`src/rtl/ahb_matrix_arbiter_if.sv`:
```
// Bus bundle between the AHB masters/slaves and the matrix arbiter.
// The master modport is the traffic side (drives requests and slave ready),
// the slave modport is the arbiter itself (returns grants and owner ids).
interface ahb_matrix_arbiter_if #(
  parameter int NUM_MASTERS = 4,
  parameter int NUM_SLAVES  = 4,
  parameter int ADDR_WIDTH  = 32
);
  localparam int MW = $clog2(NUM_MASTERS);

  logic [NUM_MASTERS*ADDR_WIDTH-1:0] m_haddr;
  logic [NUM_MASTERS*2-1:0]          m_htrans;
  logic [NUM_MASTERS-1:0]            m_hmastlock;
  logic [NUM_SLAVES-1:0]             s_hready;
  logic [NUM_MASTERS-1:0]            m_hgrant;
  logic [NUM_SLAVES-1:0]             s_hsel;
  logic [NUM_SLAVES*MW-1:0]          s_addr_owner;
  logic [NUM_SLAVES*MW-1:0]          s_data_owner;
  logic [NUM_SLAVES-1:0]             s_data_valid;

  modport master (
    output m_haddr, m_htrans, m_hmastlock, s_hready,
    input  m_hgrant, s_hsel, s_addr_owner, s_data_owner, s_data_valid
  );

  modport slave (
    input  m_haddr, m_htrans, m_hmastlock, s_hready,
    output m_hgrant, s_hsel, s_addr_owner, s_data_owner, s_data_valid
  );
endinterface

```
`src/rtl/ahb_matrix_arbiter.sv`:
```
// Multi-master / multi-slave AHB arbitration and address decode core.
// Each slave runs its own FREE/OWNED ownership FSM with round-robin or fixed
// priority arbitration, burst/lock-aware release, a forced-release hold
// limit, and a data-phase owner tracker for the downstream muxes.
module ahb_matrix_arbiter #(
  parameter int NUM_MASTERS = 4,
  parameter int NUM_SLAVES  = 4,
  parameter int ADDR_WIDTH  = 32,
  parameter int ARB_MODE    = 0,
  parameter int MAX_HOLD    = 16
) (
  input logic                 hclk,
  input logic                 hresetn,
  ahb_matrix_arbiter_if.slave bus
);
  localparam int MW = $clog2(NUM_MASTERS);
  localparam int SW = $clog2(NUM_SLAVES);
  // Counter only needs to reach MAX_HOLD; keep one bit when the limit is off.
  localparam int CW = (MAX_HOLD > 0) ? $clog2(MAX_HOLD + 1) : 1;
  localparam logic [CW-1:0] HOLD_LIMIT = CW'(MAX_HOLD);
  localparam logic [1:0] HTRANS_IDLE   = 2'b00;
  localparam logic [1:0] HTRANS_NONSEQ = 2'b10;

  typedef enum logic {FREE = 1'b0, OWNED = 1'b1} state_t;

  logic [1:0]                             m_trans [NUM_MASTERS];
  logic [SW-1:0]                          m_slave [NUM_MASTERS];
  logic [NUM_MASTERS-1:0]                 m_lock;
  logic [NUM_SLAVES-1:0][NUM_MASTERS-1:0] req_mat;
  logic [NUM_SLAVES-1:0]                  slave_owned;
  logic [NUM_SLAVES-1:0][MW-1:0]          slave_owner;

  // Only the region-select bits of the address take part in decoding.
  logic unused_addr;
  assign unused_addr = ^bus.m_haddr;

  genvar gi;

  // Unpack per-master fields and decode the target slave from the top bits.
  generate
    for (gi = 0; gi < NUM_MASTERS; gi++) begin : g_master
      assign m_trans[gi] = bus.m_htrans[gi*2 +: 2];
      assign m_slave[gi] = bus.m_haddr[gi*ADDR_WIDTH + ADDR_WIDTH - 1 -: SW];
      assign m_lock[gi]  = bus.m_hmastlock[gi];
    end
  endgenerate

  // Request matrix: a master requests exactly the slave its address decodes to.
  always_comb begin
    req_mat = '0;
    for (int s = 0; s < NUM_SLAVES; s++) begin
      for (int i = 0; i < NUM_MASTERS; i++) begin
        req_mat[s][i] = (m_trans[i] != HTRANS_IDLE) && (m_slave[i] == SW'(s));
      end
    end
  end

  // A master is granted while any slave lists it as address-phase owner.
  always_comb begin
    bus.m_hgrant = '0;
    for (int i = 0; i < NUM_MASTERS; i++) begin
      for (int s = 0; s < NUM_SLAVES; s++) begin
        if (slave_owned[s] && (slave_owner[s] == MW'(i))) begin
          bus.m_hgrant[i] = 1'b1;
        end
      end
    end
  end

  generate
    for (gi = 0; gi < NUM_SLAVES; gi++) begin : g_slave
      state_t                 state_reg;
      logic [MW-1:0]          owner_reg;
      logic [MW-1:0]          ptr_reg;
      logic [CW-1:0]          hold_reg;
      logic                   data_valid_reg;
      logic [MW-1:0]          data_owner_reg;
      logic [NUM_MASTERS-1:0] owner_mask;
      logic [NUM_MASTERS-1:0] cand;
      logic [1:0]             own_trans;
      logic                   own_lock;
      logic                   own_away;
      logic                   others_req;
      logic                   release_now;
      logic                   win_any;
      logic [MW-1:0]          win_idx;

      // Release decision for the current owner; the owner is excluded from the
      // candidate set so a release hands over without a FREE gap.
      always_comb begin
        owner_mask  = NUM_MASTERS'(1) << owner_reg;
        own_trans   = m_trans[owner_reg];
        own_lock    = m_lock[owner_reg];
        own_away    = (m_slave[owner_reg] != SW'(gi));
        others_req  = |(req_mat[gi] & ~owner_mask);
        release_now = (state_reg == OWNED) &&
                      (((own_trans == HTRANS_IDLE) && !own_lock) ||
                       own_away ||
                       ((MAX_HOLD != 0) && (hold_reg >= HOLD_LIMIT) && !own_lock &&
                        others_req &&
                        ((own_trans == HTRANS_NONSEQ) || (own_trans == HTRANS_IDLE))));
        cand        = (state_reg == OWNED) ? (req_mat[gi] & ~owner_mask) : req_mat[gi];
      end

      // Winner selection; loops run from last to first in search order so the
      // final assignment is the highest-priority candidate.
      always_comb begin
        int idx;
        idx     = 0;
        win_any = 1'b0;
        win_idx = '0;
        if (ARB_MODE == 1) begin
          for (int k = NUM_MASTERS - 1; k >= 0; k--) begin
            if (cand[k]) begin
              win_any = 1'b1;
              win_idx = MW'(k);
            end
          end
        end else begin
          for (int k = NUM_MASTERS; k >= 1; k--) begin
            idx = int'(ptr_reg) + k;
            if (idx >= NUM_MASTERS) begin
              idx = idx - NUM_MASTERS;
            end
            if (cand[idx]) begin
              win_any = 1'b1;
              win_idx = MW'(idx);
            end
          end
        end
      end

      // Ownership FSM, hold counter, RR pointer and data-phase tracking;
      // everything freezes while the slave stretches its transfer.
      always_ff @(posedge hclk) begin
        if (!hresetn) begin
          state_reg      <= FREE;
          owner_reg      <= '0;
          ptr_reg        <= MW'(NUM_MASTERS - 1);
          hold_reg       <= '0;
          data_valid_reg <= 1'b0;
          data_owner_reg <= '0;
        end else if (bus.s_hready[gi]) begin
          data_valid_reg <= (state_reg == OWNED) && own_trans[1];
          data_owner_reg <= (state_reg == OWNED) ? owner_reg : '0;
          if ((state_reg == FREE) || release_now) begin
            if (win_any) begin
              state_reg <= OWNED;
              owner_reg <= win_idx;
              hold_reg  <= '0;
              if (ARB_MODE == 0) begin
                ptr_reg <= win_idx;
              end
            end else begin
              state_reg <= FREE;
              owner_reg <= '0;
            end
          end else if (hold_reg < HOLD_LIMIT) begin
            hold_reg <= hold_reg + 1'b1;
          end
        end
      end

      assign slave_owned[gi]                 = (state_reg == OWNED);
      assign slave_owner[gi]                 = owner_reg;
      assign bus.s_hsel[gi]                  = (state_reg == OWNED);
      assign bus.s_addr_owner[gi*MW +: MW]   = owner_reg;
      assign bus.s_data_valid[gi]            = data_valid_reg;
      assign bus.s_data_owner[gi*MW +: MW]   = data_owner_reg;
    end
  endgenerate
endmodule

```
`src/flat_wrapper.sv`:
```
// flat-port wrapper written by rule: the top's interface ports become plain ports
module ahb_matrix_arbiter_flat 
#(
  parameter int NUM_MASTERS = 4,
  parameter int NUM_SLAVES  = 4,
  parameter int ADDR_WIDTH  = 32,
  parameter int ARB_MODE    = 0,
  parameter int MAX_HOLD    = 16
)
  (hclk, hresetn, bus_m_haddr, bus_m_htrans, bus_m_hmastlock, bus_s_hready, bus_m_hgrant, bus_s_hsel, bus_s_addr_owner, bus_s_data_owner, bus_s_data_valid);
  ahb_matrix_arbiter_if #(.NUM_MASTERS(NUM_MASTERS), .NUM_SLAVES(NUM_SLAVES), .ADDR_WIDTH(ADDR_WIDTH)) bus_i ();
  input logic hclk;
  input logic hresetn;
  input wire logic [$bits(bus_i.m_haddr)-1:0] bus_m_haddr;
  input wire logic [$bits(bus_i.m_htrans)-1:0] bus_m_htrans;
  input wire logic [$bits(bus_i.m_hmastlock)-1:0] bus_m_hmastlock;
  input wire logic [$bits(bus_i.s_hready)-1:0] bus_s_hready;
  output wire logic [$bits(bus_i.m_hgrant)-1:0] bus_m_hgrant;
  output wire logic [$bits(bus_i.s_hsel)-1:0] bus_s_hsel;
  output wire logic [$bits(bus_i.s_addr_owner)-1:0] bus_s_addr_owner;
  output wire logic [$bits(bus_i.s_data_owner)-1:0] bus_s_data_owner;
  output wire logic [$bits(bus_i.s_data_valid)-1:0] bus_s_data_valid;
  assign bus_i.m_haddr = bus_m_haddr;
  assign bus_i.m_htrans = bus_m_htrans;
  assign bus_i.m_hmastlock = bus_m_hmastlock;
  assign bus_i.s_hready = bus_s_hready;
  assign bus_m_hgrant = bus_i.m_hgrant;
  assign bus_s_hsel = bus_i.s_hsel;
  assign bus_s_addr_owner = bus_i.s_addr_owner;
  assign bus_s_data_owner = bus_i.s_data_owner;
  assign bus_s_data_valid = bus_i.s_data_valid;
  ahb_matrix_arbiter #(.NUM_MASTERS(NUM_MASTERS), .NUM_SLAVES(NUM_SLAVES), .ADDR_WIDTH(ADDR_WIDTH), .ARB_MODE(ARB_MODE), .MAX_HOLD(MAX_HOLD)) u_core (.hclk(hclk), .hresetn(hresetn), .bus(bus_i));
endmodule
```
`config.mk`:
```
export PLATFORM = sky130hd
export DESIGN_NAME = ahb_matrix_arbiter_flat
export DESIGN_NICKNAME = d
export VERILOG_FILES = /design/src/rtl/ahb_matrix_arbiter_if.sv /design/src/rtl/ahb_matrix_arbiter.sv /design/src/flat_wrapper.sv
export SDC_FILE = /design/constraint.sdc
export NUM_CORES = 1
export LEC_CHECK = 0
export ABC_AREA = 1
export CAP_MARGIN = 40
export CORE_ASPECT_RATIO = 1.2
export CORE_UTILIZATION = 45
export CTS_BUF_LIST = sky130_fd_sc_hd__clkbuf_2
export CTS_CLUSTER_SIZE = 24
export DETAILED_ROUTE_END_ITERATION = 6
export GPL_ROUTABILITY_DRIVEN = 0
export GPL_TIMING_DRIVEN = 0
export MAX_ROUTING_LAYER = met4
export PLACE_DENSITY = 0.83
export SETUP_SLACK_MARGIN = 0.5
export SLEW_MARGIN = 25
export SYNTH_ARGS = -nofsm -noshare
export SYNTH_HDL_FRONTEND = slang
export SYNTH_SLANG_ARGS = --single-unit
```
`constraint.sdc`:
```
create_clock -name hclk -period 1.8 [get_ports hclk]
set_input_delay 0.36 -clock hclk [delete_from_list [all_inputs] [get_ports hclk]]
set_output_delay 0.36 -clock hclk [all_outputs]
set_load 0.1 [all_outputs]
```
**Yosys cells after proc, flatten, opt, wreduce, memory -nomap -nowiden**

Index checks and enable logic that the tools add are counted.

- Add/sub/neg operators: 36
- $lt $le $gt $ge: 48
- Equality and inequality tests: 35
- Shifts and indexed selects: 4
- Multiplexer cells: 172
- Bitwise gates (word level): 16
- Reductions and logical operators: 113

Operator list:

| operator | number |
|---|---|
| $ge 32x4->1 const B | 16 |
| $lt 32x4->1 const B | 16 |
| $mux 32 | 16 |
| $sub 32x4->32 const B | 16 |
| $mux 2 | 40 |
| $mux 1 | 72 |
| $mux 5 | 12 |
| $logic_and 1x1->1 | 56 |
| $bmux 1 s2 | 20 |
| $eq 2x2->1 const B | 20 |
| $bmux 2 s2 | 8 |
| $add 2x2->3 const B | 8 |
| $logic_not 2->1 | 12 |
| $reduce_and 3->1 | 8 |
| $add 5x1->5 const B | 4 |
| $ge 5x5->1 const B | 4 |
| $lt 5x5->1 const B | 4 |
| $reduce_bool 2->1 | 9 |
| $add 2x3->4 const B | 4 |
| $and 4x4->4 | 4 |
| $eq 2x1->1 const B | 8 |
| $logic_or 1x1->1 | 16 |
| $mux 4 | 4 |
| $not 4->4 | 4 |
| 11 further kinds | 43 |

- Bits in registers: 52
- Input port bits: 146
- Output and inout bits: 28
- Word-level logic and storage cells: 448

**Depth between registers and ports, before layout**

- Depth after elaboration: 13
- Depth in mapped cells: 15

**Worst setup path after synthesis**

OpenSTA, ideal clock, no wires.

- Kind: register to output
- Start: register u_core.g_slave[2].owner_reg[0]
- End: output port bus_m_hgrant[2]
- Data arrival time: 2.374 ns
- Slack: -0.934 ns
- Cell stages (with the launch flop): 5
- Cells stage by stage: dfxtp_1 -> buf_2 -> inv_1 -> nand3_1 -> nand4_1

- Longest elaborated chain between the ends: 4

RTL lines:

| what | line | source |
|---|---|---|
| start: declaration | ahb_matrix_arbiter.sv:73 | `logic [MW-1:0] owner_reg;` |
| start signal: assignment | ahb_matrix_arbiter.sv:149 | `owner_reg <= win_idx;` |
| $eq 2x2->1 | ahb_matrix_arbiter.sv:63 | `if (slave_owned[s] && (slave_owner[s] == MW'(i))) begin` |
| $logic_and 1x1->1 | ahb_matrix_arbiter.sv:63 |  |
| $mux 1 (2 in series) | ahb_matrix_arbiter.sv:63 |  |
| end: declaration | flat_wrapper.sv:18 | `output wire logic [$bits(bus_i.m_hgrant)-1:0] bus_m_hgrant;` |

No other way between the ends.

**Worst setup path after layout**

- Start: register u_core.g_slave[0].owner_reg[0]
- End: output port bus_m_hgrant[2]

- Longest elaborated chain between the ends: 6

RTL lines:

| what | line |
|---|---|
| start: declaration | ahb_matrix_arbiter.sv:73 |
| start signal: assignment | ahb_matrix_arbiter.sv:149 |
| $eq 2x2->1 | ahb_matrix_arbiter.sv:63 |
| $logic_and 1x1->1 | ahb_matrix_arbiter.sv:63 |
| $mux 1 (4 in series) | ahb_matrix_arbiter.sv:63 |

No other way between the ends.

==> Flow_metrics.wiki <==
{| class="wikitable"
! Metric !! Value
|-
| Rel. slew slack || 41.6%
|-
| Summed instance area of the synthesized netlist || 0.00434 mm2
|-
| Violated checks || design-rule violations, negative setup slack
|-
| Cell types occupying the most area after synthesis || nand2_1 (24%), dfxtp_1 (24%), nand3_1 (14%), nor2_1 (6.9%), inv_1 (6.6%)
|-
| Most common library cells after synthesis || nand2_1 (279), nand3_1 (124), nor2_1 (80), inv_1 (76), a21oi_1 (55)
|-
| Insertion delay of the later-clocked pin in the worst-skew pair || 0.48 ns
|-
| Post-synthesis net count || 926
|-
| Number of buffers created by CTS || 5
|-
| DRC violations left || 18
|-
| Post-synth EDFFs || 0
|-
| Number of cells in the finished layout apart from fillers || 1036
|-
| Number of hold-slack violations in the final timing report || 0
|-
| Hold buffer count at cts || 0
|-
| Wire length of the first global-routing pass || 24100 um
|-
| Async SR Flop Fraction || 0%
|-
| CTS root buf || clkbuf_2
|-
| Number of search-and-repair iterations in the first detailed-routing pass || 7
|-
| Antenna violations before repair || 1
|-
| Largest net degree at the start of global routing || 15
|-
| Arrival time of data at the critical path endpoint || 1.78 ns
|-
| Net total in the final layout || 1063
|-
| Fill cell instance count of the final layout || 616
|-
| Prevailing post-synth register cell || dfxtp_1
|-
| Final count of negative-setup-slack endpoints || 44
|-
| Die area || 0.0100 mm2
|-
| Unique masters post-synth || 32
|-
| Result of the run || finished with violations
|-
| Ratio of cells with drive above 1 in the final layout || 40.5%
|-
| Area Growth Syn to Fin || 61.8%
|-
| Fin crit period || 2.14 ns
|-
| Upper clock frequency limit || 0.468 GHz
|-
| Total overflow reported by the global router || 0
|-
| Yosys top cell by area || nand2_1
|-
| Maximum fanout along the worst path || 7
|-
| Leakage || 0.00326 uW
|-
| Basic-gate share of the synthesized area counting and, or, nand and nor cells || 52.4%
|-
| Routed len/inst || 16.8 um
|-
| Post-layout total power || 7530 uW
|-
| Remaining antenna violation count after routing || 0
|-
| Placeable core region || 0.00922 mm2
|-
| Post-placement cell count || 973
|-
| CTS clk-pin slew, worst paths || 0.27 ns
|-
| Count of yosys warnings during synthesis || 0
|-
| Number of rows in the core area || 38
|-
| Total number of vias || 6015
|-
| Setup Skew || 0.00558 ns
|-
| Worst hold slack || 0.220 ns
|-
| Clock buffer depth || 2
|-
| TritonCTS clock tree || done
|-
| Count of mapped cells out of synthesis || 776
|-
| Worst Setup Path Type || flop to primary output
|-
| DP HPWL || 10200 um
|-
| Endpoint type of the worst setup path || primary output
|-
| IO Pins || 174
|-
| Maximum resistive drop on vdd || 0.00150 V
|-
| Seq/Total Area, Yosys || 24.0%
|-
| Synth Area per Inst || 5.59 um2
|-
| GR Util All Layers || 31.0%
|-
| Fraction of the mapped netlist area in adder cells || 1.15%
|-
| Starting Density || 47.1%
|-
| Worst hold path type || input port to flop
|-
| Share of the clock period used by the worst path after layout || 119%
|-
| Flip-flop count of the largest register after layout || 20
|-
| Number of register bits inferred by synthesis || 52
|-
| Number of H-tree branching levels || 2
|-
| Most instantiated library cell after synthesis || nand2_1
|-
| Clock Sink Count || 52
|-
| Share of the synthesized area in the top cell type || 24.1%
|-
| Measured slew at the worst slew-check pin || 0.877 ns
|-
| Final setup margin || -0.336 ns
|-
| Count of pins over their slew limit || 0
|-
| X dimension of the die || 91.7 um
|-
| Final Routed Wirelength || 17400 um
|-
| Setup repair after global routing missed its margin || true
|-
| Multiplexer share of the synthesized area || 0%
|-
| Xor/xnor share of the synthesized area || 2.02%
|-
| Largest family of logic cells by synthesized area || simple AND/OR/NAND/NOR gates
|-
| Count of buffers from port buffering || 49
|-
| Synth Area in Compound Gates || 8.53%
|-
| Vias per inst || 5.81
|-
| Power Density || 1070 mW/mm2
|-
| Vias in the first global route || 5219
|-
| Die height || 110 um
|-
| Count of max-cap constraint violations || 0
|-
| Initial drt markers || 826
|-
| CP startpoint kind || flop
|-
| Required time at the endpoint of the critical path || 1.44 ns
|}
[what timing repair did]
item / 4_1_cts / 5_1_grt
resized for setup: 268 / 105
setup buffers: 36 / 22
gates cloned: 1 / 1
endpoints found under the setup margin: 79 / 71
pin swaps: 39 / 52
[power by group]
| group | internal, uW | total (uW) | switching, uW | leakage, uW |
|---|---|---|---|---|
| Clock | 103 | 499 | 396 | 0.0000307 |
| Combinational | 2150 | 5530 | 3380 | 0.00280 |
| Sequential | 1330 | 1500 | 164 | 0.000437 |
[metal layers]
metal | wire (um) | up-vias | track usage, %
li1 | - | 2760 | -
met1 | 6230 | 2717 | 34.3
met2 | 8440 | 406 | 55.0
met3 | 1610 | 132 | 4.70
met4 | 1100 | 0 | 14.7
met5 | 0 | - | -
[layout make-up]
class                           instances  area (um2)  area share (%)
Inverter                               83         338            4.81
Sequential cell                        52        1090            15.6
Timing Repair Buffer                  129        1520            21.6
Clock inverter                          1        3.75          0.0534
Buffer                                 33         305            4.34
Antenna cell                            2        5.00          0.0712
Clock buffer                            7        35.0           0.499
Tap cell                              120         150            2.14
Multi-Input combinational cell        609        3580            50.9
[kinds of logic (layout without fill, tap and decap cells)]
kind of cell    after synthesis  in the layout
compound gates               72             72
xor+xnor                     10             10
fa+ha+maj                     4              4
buf+inv                     116            253
flops                        52             52
other cells                   0              2
simple gates                522            523
[layout by cell type (no fill, tap or decap), types with 17 or more instances in the layout]
master and instances:
nand2_1 208, nand3_1 88, inv_1 63, nor2_1 57
nand2_2 55, buf_6 52, buf_4 35, nand3_2 32
a21oi_1 29, buf_12 29, dfxtp_1 28, a21oi_2 26
nand2_4 20, nor2_2 17
[final timing paths]
check	from	end	slack (ns)	cells past startpoint
min reg2reg	u_core.g_slave[1].data_owner_reg[1]	u_core.g_slave[1].data_owner_reg[1]	0.49	2
min	bus_s_hready[2]	u_core.g_slave[2].hold_reg[4]	0.22	3
max	u_core.g_slave[0].owner_reg[0]	bus_m_hgrant[2]	-0.34	6
max reg2reg	u_core.g_slave[0].owner_reg[1]	u_core.g_slave[0].hold_reg[1]	-0.21	13
[worst max-delay path, stage by stage, from the launching register on]
cell     delay [ns]
dfxtp_4        0.42
buf_8          0.14
inv_1          0.06
nand3_1        0.12
nand4_1        0.20
buf_2          0.19
buf_12         0.16
[through the flow]
stage / setup TNS, ns / utilization (%) / area, um2 / worst slack (ns)
after global routing: -9.19 / 76.2 / 7030 / -0.406
after CTS: -1.08 / 70.1 / 6470 / -0.252
after floorplan: -1.18 / - / 4620 / -0.308
after global placement: -29.76 / 57.0 / 5260 / -0.754
final: -5.12 / 76.2 / 7030 / -0.336
after detailed placement: -28.17 / 61.6 / 5680 / -0.725
Note: power is estimated with default switching activity, not from simulation.
